## src/rtl/pipeline_ctrl_pkg.sv

```systemverilog
// Shared definitions for the layer control bank.
// Holds the register index map, the width-independent field widths, the bus
// widths of the write/readback ports and the reset defaults of every field.
package pipeline_ctrl_pkg;

  localparam int REG_IDX_W = 4;
  localparam int WR_DATA_W = 16;
  localparam int RD_DATA_W = 16;
  localparam int NUM_REGS  = 10;

  // Register index map (wr_reg / rd_reg)
  localparam logic [REG_IDX_W-1:0] REG_OVERLAY_MODE = 4'd0;
  localparam logic [REG_IDX_W-1:0] REG_FG_SCALE     = 4'd1;
  localparam logic [REG_IDX_W-1:0] REG_OFFSET_X     = 4'd2;
  localparam logic [REG_IDX_W-1:0] REG_OFFSET_Y     = 4'd3;
  localparam logic [REG_IDX_W-1:0] REG_TRANSPARENCY = 4'd4;
  localparam logic [REG_IDX_W-1:0] REG_GREEN_FILTER = 4'd5;
  localparam logic [REG_IDX_W-1:0] REG_CLIP_LEFT    = 4'd6;
  localparam logic [REG_IDX_W-1:0] REG_CLIP_RIGHT   = 4'd7;
  localparam logic [REG_IDX_W-1:0] REG_CLIP_TOP     = 4'd8;
  localparam logic [REG_IDX_W-1:0] REG_CLIP_BOTTOM  = 4'd9;
  localparam logic [REG_IDX_W-1:0] REG_LAST         = REG_CLIP_BOTTOM;

  // Fixed field widths; the remaining widths follow the module parameters
  localparam int OVERLAY_MODE_W = 2;
  localparam int FG_SCALE_W     = 2;

  // Offsets carry one extra bit over the screen coordinate for the sign
  function automatic int offset_w(input int precision);
    return precision + 1;
  endfunction

  // Reset defaults
  localparam logic [OVERLAY_MODE_W-1:0] OVERLAY_MODE_RST = '0;
  localparam logic [FG_SCALE_W-1:0]     FG_SCALE_RST     = '0;
  // RGB565 key colour: R=8, G=40, B=8
  localparam logic [15:0]               GREEN_FILTER_RST = {5'd8, 6'd40, 5'd8};

endpackage

```

## src/rtl/pipeline_layer_ctrl_regs.sv

```systemverilog
// One layer's control set: a shadow copy written by the register port and an
// active copy that drives the layer outputs. The active copy is loaded from
// the shadow copy in one shot when commit is high.
// Ports:
//   clk, rst_n          clock, asynchronous active-low reset
//   wr_en/wr_reg/wr_data shadow write (address already validated by the bank)
//   commit              copy shadow -> active on this edge
//   rd_reg/rd_active    readback select, rd_value zero-extended (combinational)
//   overlay_mode .. clip_bottom   active field values
module pipeline_layer_ctrl_regs
  import pipeline_ctrl_pkg::*;
#(
  parameter int PRECISION              = 11,
  parameter int PIXEL_SIZE             = 16,
  parameter int TRANSPARENCY_PRECISION = 3
) (
  input  logic                              clk,
  input  logic                              rst_n,
  input  logic                              wr_en,
  input  logic [REG_IDX_W-1:0]              wr_reg,
  input  logic [WR_DATA_W-1:0]              wr_data,
  input  logic                              commit,
  input  logic [REG_IDX_W-1:0]              rd_reg,
  input  logic                              rd_active,
  output logic [RD_DATA_W-1:0]              rd_value,
  output logic [OVERLAY_MODE_W-1:0]         overlay_mode,
  output logic [FG_SCALE_W-1:0]             fg_scale,
  output logic [PRECISION:0]                offset_x,
  output logic [PRECISION:0]                offset_y,
  output logic [TRANSPARENCY_PRECISION-1:0] transparency,
  output logic [PIXEL_SIZE-1:0]             green_filter,
  output logic [PRECISION-1:0]              clip_left,
  output logic [PRECISION-1:0]              clip_right,
  output logic [PRECISION-1:0]              clip_top,
  output logic [PRECISION-1:0]              clip_bottom
);

  localparam int OFF_W = offset_w(PRECISION);

  // Offsets are held as raw two's-complement bits so readback zero-extends
  typedef struct packed {
    logic [OVERLAY_MODE_W-1:0]         overlay_mode;
    logic [FG_SCALE_W-1:0]             fg_scale;
    logic [OFF_W-1:0]                  offset_x;
    logic [OFF_W-1:0]                  offset_y;
    logic [TRANSPARENCY_PRECISION-1:0] transparency;
    logic [PIXEL_SIZE-1:0]             green_filter;
    logic [PRECISION-1:0]              clip_left;
    logic [PRECISION-1:0]              clip_right;
    logic [PRECISION-1:0]              clip_top;
    logic [PRECISION-1:0]              clip_bottom;
  } fields_t;

  localparam fields_t FIELDS_RST = '{
    overlay_mode: OVERLAY_MODE_RST,
    fg_scale:     FG_SCALE_RST,
    offset_x:     '0,
    offset_y:     '0,
    transparency: '0,
    green_filter: PIXEL_SIZE'(GREEN_FILTER_RST),
    clip_left:    '0,
    clip_right:   '0,
    clip_top:     '0,
    clip_bottom:  '0
  };

  fields_t shadow_q, shadow_d;
  fields_t active_q, active_d;
  fields_t rd_sel;

  always_comb begin
    shadow_d = shadow_q;
    if (wr_en) begin
      case (wr_reg)
        REG_OVERLAY_MODE: shadow_d.overlay_mode = wr_data[OVERLAY_MODE_W-1:0];
        REG_FG_SCALE:     shadow_d.fg_scale     = wr_data[FG_SCALE_W-1:0];
        REG_OFFSET_X:     shadow_d.offset_x     = wr_data[OFF_W-1:0];
        REG_OFFSET_Y:     shadow_d.offset_y     = wr_data[OFF_W-1:0];
        REG_TRANSPARENCY: shadow_d.transparency = wr_data[TRANSPARENCY_PRECISION-1:0];
        REG_GREEN_FILTER: shadow_d.green_filter = wr_data[PIXEL_SIZE-1:0];
        REG_CLIP_LEFT:    shadow_d.clip_left    = wr_data[PRECISION-1:0];
        REG_CLIP_RIGHT:   shadow_d.clip_right   = wr_data[PRECISION-1:0];
        REG_CLIP_TOP:     shadow_d.clip_top     = wr_data[PRECISION-1:0];
        REG_CLIP_BOTTOM:  shadow_d.clip_bottom  = wr_data[PRECISION-1:0];
        default:          shadow_d = shadow_q;
      endcase
    end
    // A commit never coincides with a write (the bank stalls writes while
    // committing), so the whole set moves atomically.
    active_d = commit ? shadow_q : active_q;
  end

  always_ff @(posedge clk or negedge rst_n) begin
    if (!rst_n) begin
      shadow_q <= FIELDS_RST;
      active_q <= FIELDS_RST;
    end else begin
      shadow_q <= shadow_d;
      active_q <= active_d;
    end
  end

  always_comb begin
    rd_sel   = rd_active ? active_q : shadow_q;
    rd_value = '0;
    case (rd_reg)
      REG_OVERLAY_MODE: rd_value = RD_DATA_W'(rd_sel.overlay_mode);
      REG_FG_SCALE:     rd_value = RD_DATA_W'(rd_sel.fg_scale);
      REG_OFFSET_X:     rd_value = RD_DATA_W'(rd_sel.offset_x);
      REG_OFFSET_Y:     rd_value = RD_DATA_W'(rd_sel.offset_y);
      REG_TRANSPARENCY: rd_value = RD_DATA_W'(rd_sel.transparency);
      REG_GREEN_FILTER: rd_value = RD_DATA_W'(rd_sel.green_filter);
      REG_CLIP_LEFT:    rd_value = RD_DATA_W'(rd_sel.clip_left);
      REG_CLIP_RIGHT:   rd_value = RD_DATA_W'(rd_sel.clip_right);
      REG_CLIP_TOP:     rd_value = RD_DATA_W'(rd_sel.clip_top);
      REG_CLIP_BOTTOM:  rd_value = RD_DATA_W'(rd_sel.clip_bottom);
      default:          rd_value = '0;
    endcase
  end

  assign overlay_mode = active_q.overlay_mode;
  assign fg_scale     = active_q.fg_scale;
  assign offset_x     = active_q.offset_x;
  assign offset_y     = active_q.offset_y;
  assign transparency = active_q.transparency;
  assign green_filter = active_q.green_filter;
  assign clip_left    = active_q.clip_left;
  assign clip_right   = active_q.clip_right;
  assign clip_top     = active_q.clip_top;
  assign clip_bottom  = active_q.clip_bottom;

endmodule

```

## src/rtl/pipeline_layer_ctrl_bank.sv

```systemverilog
// Double-buffered control register bank for the foreground layers of the
// pixel pipeline. Software writes shadow registers at any time; a commit
// (immediate, or deferred to the next frame start) copies every layer's
// shadow set into its active set in a single edge so the pipeline never sees
// a half-updated configuration.
// Ports:
//   clk, rst_n                        clock, asynchronous active-low reset
//   wr_valid/wr_ready, wr_layer, wr_reg, wr_data   shadow write port
//   commit_req, commit_now            deferred / immediate commit pulses
//   pixel_x, pixel_y, pixel_ready     frame-start detection
//   rd_layer, rd_reg, rd_active, rd_data           registered readback
//   ctrl_*                            flattened active fields, layer k in slice k
//   commit_pending, commit_done, commit_count, err_bad_addr   status
module pipeline_layer_ctrl_bank
  import pipeline_ctrl_pkg::*;
#(
  parameter int  NUM_LAYERS             = 2,
  parameter int  PRECISION              = 11,
  parameter int  PIXEL_SIZE             = 16,
  parameter int  TRANSPARENCY_PRECISION = 3,
  localparam int LAYER_W                = (NUM_LAYERS > 1) ? $clog2(NUM_LAYERS) : 1
) (
  input  logic                                         clk,
  input  logic                                         rst_n,
  input  logic                                         wr_valid,
  output logic                                         wr_ready,
  input  logic [LAYER_W-1:0]                           wr_layer,
  input  logic [REG_IDX_W-1:0]                         wr_reg,
  input  logic [WR_DATA_W-1:0]                         wr_data,
  input  logic                                         commit_req,
  input  logic                                         commit_now,
  input  logic [PRECISION-1:0]                         pixel_x,
  input  logic [PRECISION-1:0]                         pixel_y,
  input  logic                                         pixel_ready,
  input  logic [LAYER_W-1:0]                           rd_layer,
  input  logic [REG_IDX_W-1:0]                         rd_reg,
  input  logic                                         rd_active,
  output logic [RD_DATA_W-1:0]                         rd_data,
  output logic [OVERLAY_MODE_W*NUM_LAYERS-1:0]         ctrl_overlay_mode,
  output logic [FG_SCALE_W*NUM_LAYERS-1:0]             ctrl_fg_scale,
  output logic [(PRECISION+1)*NUM_LAYERS-1:0]          ctrl_fg_offset_x,
  output logic [(PRECISION+1)*NUM_LAYERS-1:0]          ctrl_fg_offset_y,
  output logic [TRANSPARENCY_PRECISION*NUM_LAYERS-1:0] ctrl_fg_transparency,
  output logic [PIXEL_SIZE*NUM_LAYERS-1:0]             ctrl_green_screen_filter,
  output logic [PRECISION*NUM_LAYERS-1:0]              ctrl_fg_clip_left,
  output logic [PRECISION*NUM_LAYERS-1:0]              ctrl_fg_clip_right,
  output logic [PRECISION*NUM_LAYERS-1:0]              ctrl_fg_clip_top,
  output logic [PRECISION*NUM_LAYERS-1:0]              ctrl_fg_clip_bottom,
  output logic                                         commit_pending,
  output logic                                         commit_done,
  output logic [7:0]                                   commit_count,
  output logic                                         err_bad_addr
);

  localparam int OFF_W = offset_w(PRECISION);

  localparam logic [1:0] ST_IDLE    = 2'd0;
  localparam logic [1:0] ST_PENDING = 2'd1;
  localparam logic [1:0] ST_COMMIT  = 2'd2;

  logic [1:0]           state_q, state_d;
  logic                 commit_done_q, commit_done_d;
  logic [7:0]           commit_count_q, commit_count_d;
  logic                 err_bad_addr_q, err_bad_addr_d;
  logic [RD_DATA_W-1:0] rd_data_q, rd_data_d;

  logic                 in_commit;
  logic                 wr_fire;
  logic                 wr_addr_ok;
  logic                 frame_start;
  logic [RD_DATA_W-1:0] layer_rd [NUM_LAYERS];

  assign in_commit   = (state_q == ST_COMMIT);
  // Writes stall only in the commit cycle, so a write landing on the edge
  // that enters COMMIT is already in the shadow set when the copy happens.
  assign wr_ready    = !in_commit;
  assign wr_fire     = wr_valid && wr_ready;
  assign wr_addr_ok  = (wr_reg <= REG_LAST) && (int'(wr_layer) < NUM_LAYERS);
  assign frame_start = pixel_ready && (pixel_x == '0) && (pixel_y == '0);

  always_comb begin
    state_d = state_q;
    case (state_q)
      ST_IDLE: begin
        if (commit_now)      state_d = ST_COMMIT;
        else if (commit_req) state_d = ST_PENDING;
      end
      ST_PENDING: begin
        if (commit_now || frame_start) state_d = ST_COMMIT;
      end
      ST_COMMIT: begin
        // Requests arriving during the commit are queued, not dropped
        if (commit_now)      state_d = ST_COMMIT;
        else if (commit_req) state_d = ST_PENDING;
        else                 state_d = ST_IDLE;
      end
      default: state_d = ST_IDLE;
    endcase

    commit_done_d  = in_commit;
    commit_count_d = commit_count_q + 8'(in_commit);
    err_bad_addr_d = err_bad_addr_q | (wr_fire & ~wr_addr_ok);
  end

  always_comb begin
    rd_data_d = '0;
    for (int k = 0; k < NUM_LAYERS; k++) begin
      if (int'(rd_layer) == k) rd_data_d = layer_rd[k];
    end
  end

  always_ff @(posedge clk or negedge rst_n) begin
    if (!rst_n) begin
      state_q        <= ST_IDLE;
      commit_done_q  <= 1'b0;
      commit_count_q <= '0;
      err_bad_addr_q <= 1'b0;
      rd_data_q      <= '0;
    end else begin
      state_q        <= state_d;
      commit_done_q  <= commit_done_d;
      commit_count_q <= commit_count_d;
      err_bad_addr_q <= err_bad_addr_d;
      rd_data_q      <= rd_data_d;
    end
  end

  for (genvar k = 0; k < NUM_LAYERS; k++) begin : g_layer
    logic layer_wr_en;
    assign layer_wr_en = wr_fire && wr_addr_ok && (int'(wr_layer) == k);

    pipeline_layer_ctrl_regs #(
      .PRECISION              (PRECISION),
      .PIXEL_SIZE             (PIXEL_SIZE),
      .TRANSPARENCY_PRECISION (TRANSPARENCY_PRECISION)
    ) u_regs (
      .clk          (clk),
      .rst_n        (rst_n),
      .wr_en        (layer_wr_en),
      .wr_reg       (wr_reg),
      .wr_data      (wr_data),
      .commit       (in_commit),
      .rd_reg       (rd_reg),
      .rd_active    (rd_active),
      .rd_value     (layer_rd[k]),
      .overlay_mode (ctrl_overlay_mode[OVERLAY_MODE_W*k +: OVERLAY_MODE_W]),
      .fg_scale     (ctrl_fg_scale[FG_SCALE_W*k +: FG_SCALE_W]),
      .offset_x     (ctrl_fg_offset_x[OFF_W*k +: OFF_W]),
      .offset_y     (ctrl_fg_offset_y[OFF_W*k +: OFF_W]),
      .transparency (ctrl_fg_transparency[TRANSPARENCY_PRECISION*k +: TRANSPARENCY_PRECISION]),
      .green_filter (ctrl_green_screen_filter[PIXEL_SIZE*k +: PIXEL_SIZE]),
      .clip_left    (ctrl_fg_clip_left[PRECISION*k +: PRECISION]),
      .clip_right   (ctrl_fg_clip_right[PRECISION*k +: PRECISION]),
      .clip_top     (ctrl_fg_clip_top[PRECISION*k +: PRECISION]),
      .clip_bottom  (ctrl_fg_clip_bottom[PRECISION*k +: PRECISION])
    );
  end

  assign commit_pending = (state_q == ST_PENDING);
  assign commit_done    = commit_done_q;
  assign commit_count   = commit_count_q;
  assign err_bad_addr   = err_bad_addr_q;
  assign rd_data        = rd_data_q;

endmodule

```

## config.mk

```make
export PLATFORM = sky130hd
export DESIGN_NAME = pipeline_layer_ctrl_bank
export DESIGN_NICKNAME = d
export VERILOG_FILES = /design/src/rtl/pipeline_ctrl_pkg.sv /design/src/rtl/pipeline_layer_ctrl_regs.sv /design/src/rtl/pipeline_layer_ctrl_bank.sv
export SDC_FILE = /design/constraint.sdc
export NUM_CORES = 1
export LEC_CHECK = 0
export BUFFER_PORTS_ARGS = -buffer_cell sky130_fd_sc_hd__buf_2
export CAP_MARGIN = 20
export CORE_AREA = 5 5 195 244
export CTS_CLUSTER_DIAMETER = 30
export DETAILED_ROUTE_END_ITERATION = 12
export DIE_AREA = 0 0 200 249
export GPL_TIMING_DRIVEN = 0
export HOLD_SLACK_MARGIN = 0.05
export SLEW_MARGIN = 10
export SYNTH_ARGS = -nofsm -noshare
export SYNTH_HDL_FRONTEND = slang
export SYNTH_SLANG_ARGS = --single-unit
```

## constraint.sdc

```tcl
create_clock -name clk -period 2.9 [get_ports clk]
set_input_delay 0 -clock clk [delete_from_list [all_inputs] [get_ports clk]]
set_output_delay 0 -clock clk [all_outputs]
set_load 0.1 [all_outputs]
```

==> results.py <==
metrics = {
    "grt": {
        "grt_pass1_wl_um": 95700,
        "grt-ovfl-total": 0,
        "grt_use_total_pct": 25.8,
        "grt_max_degree": 107,
        "first_global_vias": 14793,
        "antenna_found_initial": 0,
    },
    "detailed_routing": {
        "avgViaCountPerCell": 5.41,
        "avgRoutedWirePerCell_um": 24.5,
        "drt-initial-drc-count": 1075,
        "dr_total_vias": 14422,
        "drc": 0,
        "dr.pass1.iters": 5,
        "final_antenna_net_count": 0,
        "wirelength_um": 65400,
    },
    "status": {
        "outcome": "finished, final reports clean",
    },
    "clocking": {
        "hold_buffers": 33,
        "cts_resized": 0,
        "clock-sinks": 392,
        "numCtsBuffers": 73,
        "cts.clk_slew.worst_paths_ps": 50,
        "htreeDepth": 3,
        "insertion_delay_ps": 600,
        "cts_tree": "yes",
        "cts_setup_buffers": 0,
        "cts_buffer_depth": 3,
        "clockRootBuffer": "clkbuf_16",
    },
    "synthesis": {
        "avgSynthCellArea_um2": 10.7,
        "syn_area_um2": 17700,
        "synth-seq-cells": 392,
        "yosysWarnings": 0,
        "synth_flop_cell": "dfrtp_1",
        "synth.distinct_cells": 54,
        "synth_seq_area_share_pct": 55.5,
        "synth_edf_count": 0,
        "syn_inst": 1659,
        "synthArstFlopShare_pct": 100,
        "syn_nets": 1716,
    },
    "final_layout": {
        "drive_above_1_share_pct": 30.6,
        "num-nets-final": 2086,
        "antennaDiodeCount": 0,
        "final_common_cell": "nand2_1",
        "final_core_util_pct": 50.9,
        "fillers": 4113,
        "syn_to_final_growth_pct": 28.7,
        "layout_common_cells": "nand2_1 (561), dfrtp_1 (376), buf_2 (295)",
    },
    "hold_path": {
        "hold_start": "wr_data[0]",
        "hold_class": "in -> reg",
    },
    "floorplanning": {
        "dieArea_um2": 49800,
        "die_h_um": 249,
        "ios": 265,
        "fp.dieW_um": 200,
        "rows": 87,
        "start_util_pct": 39.5,
        "core_area_um2": 44800,
    },
    "pwr": {
        "ir_drop_v": 0.000495,
        "power_leakage_uw": 0.0118,
        "cellPowerDensity_nw_per_um2": 1030,
    },
    "sta": {
        "rsz0062_at_grt": "false",
        "slew-limit-headroom_pct": 35.5,
        "fin_setup_tns_ps": 0,
        "final-setup-viol-count": 0,
        "hold_viol": 0,
        "setup_slack_ps": 188,
        "max_clock_freq_mhz": 369,
        "worst_clock_skew_ps": 31.5,
        "post-route-period-util_pct": 93.5,
        "finalCriticalPeriod_ps": 2710,
        "worst_pin_slew_ps": 967,
        "slew_violations": 0,
    },
    "critical_path": {
        "crit_type": "in -> reg",
        "crit_start": "rd_reg[3]",
        "arrival_ps": 3130,
        "cp-end-kind": "flip-flop",
        "worstPathRequired_ps": 3320,
        "startpoint_type": "input port",
        "timing.rr.start": "state_q[1]",
        "cp_max_fo": 10,
    },
    "run": {
        "drv_cap": 0,
    },
    "place": {
        "hpwlAfterDp_um": 47600,
        "routabilityCongestion": 0.935,
        "dp_slack_ps": -256,
        "numPortBuffers": 258,
    },
}
==> critical path, stage by stage <==
cell and delay [ps]:
buf_2 100, clkbuf_1 360, nand4b_1 330, buf_2 430, buf_1 770, o22ai_1 200
nor4_1 780, a21oi_1 150
==> metal layers <==
layer	GRT usage [%]	vias up	share of wire, %
met5	0	-	0
met4	11.6	0	4.6
met3	5.61	141	7.5
met2	42.6	596	49
met1	32.2	7269	39
li1	-	6416	-
==> worst paths after layout <==
path                            slack (ps)  depth (start not counted)                                end
min in group asynchronous              560                          3     g_layer[0].u_regs.shadow_q[47]
worst max-delay path                   190                          8                         rd_data[3]
max in group asynchronous             1360                          5                    commit_count[6]
worst max register to register         200                          6     g_layer[1].u_regs.shadow_q[67]
worst min register to register         460                          2  g_layer[1].u_regs.green_filter[3]
worst min-delay path                   110                          2     g_layer[0].u_regs.shadow_q[63]
==> metrics by stage <==
stage	hold slack, ps	instances	total power (µW)	instance area, µm²
floorplan	-296	1659	12800	17700
global placement	172	2495	14500	19700
detailed placement	-4.56	2499	14600	19900
CTS	77.8	2666	23600	22800
global route	119	2666	24300	22800
finish	106	2666	23500	22800
==> cells in the mapped netlist (5+ instances only) <==
master / number / area share (%)
nor3_1: 11 / 0.31
buf_2: 38 / 1.1
nor2_1: 32 / 0.68
o22ai_1: 67 / 2.4
dfrtp_1: 376 / 53
a21oi_1: 18 / 0.51
nor2b_1: 5 / 0.18
mux2i_1: 162 / 9.2
clkbuf_1: 72 / 1.5
dfstp_2: 16 / 2.4
nor4_1: 16 / 0.56
mux2_2: 180 / 11
o21ai_0: 22 / 0.62
nand3_1: 5 / 0.14
nand2_1: 561 / 12
==> layout make-up <==
type,instances,area [µm²],area share [%]
Inverter,5,18.8,0.0823
Clock inverter,35,494,2.17
Tap cell,578,723,3.17
Clock buffer,99,2120,9.28
Sequential cell,392,9830,43.1
Buffer,116,494,2.17
Multi-Input combinational cell,1146,7380,32.3
Timing Repair Buffer,295,1760,7.71
==> power by group <==
group / internal, µW / switching, µW
Combinational: 1320 / 5870
Sequential: 6510 / 850
Clock: 5950 / 2980
==> logic make-up (layout without fill, tap and decap cells) <==
| group | after synthesis | count (layout) | share of synthesized area (%) |
|---|---|---|---|
| and+or+nand+nor | 669 | 669 | 15.7 |
| DFF | 392 | 392 | 55.5 |
| muxes | 350 | 350 | 21.4 |
| buffers and inverters | 121 | 550 | 2.89 |
| AOI/OAI and AO/OA | 119 | 119 | 4.08 |
| xor gates and xnor gates | 6 | 6 | 0.297 |
| adders and majority gates | 2 | 2 | 0.141 |
==> sequential cells by signal (all words and copies together) (netlist names) <==
| signal | cells |
|---|---|
| g_layer.u_regs.clip_bottom | 22 |
| g_layer.u_regs.clip_top | 22 |
| err_bad_addr | 1 |
| g_layer.u_regs.offset_x | 24 |
| g_layer.u_regs.shadow_q | 182 |
| commit_count | 8 |
| g_layer.u_regs.green_filter | 32 |
| state_q | 2 |
| g_layer.u_regs.offset_y | 24 |
| rd_data | 16 |
| g_layer.u_regs.clip_left | 22 |
| g_layer.u_regs.transparency | 6 |
| g_layer.u_regs.fg_scale | 4 |
| g_layer.u_regs.overlay_mode | 4 |
| commit_done | 1 |
| g_layer.u_regs.clip_right | 22 |
Power figures use the tool's default switching activity.
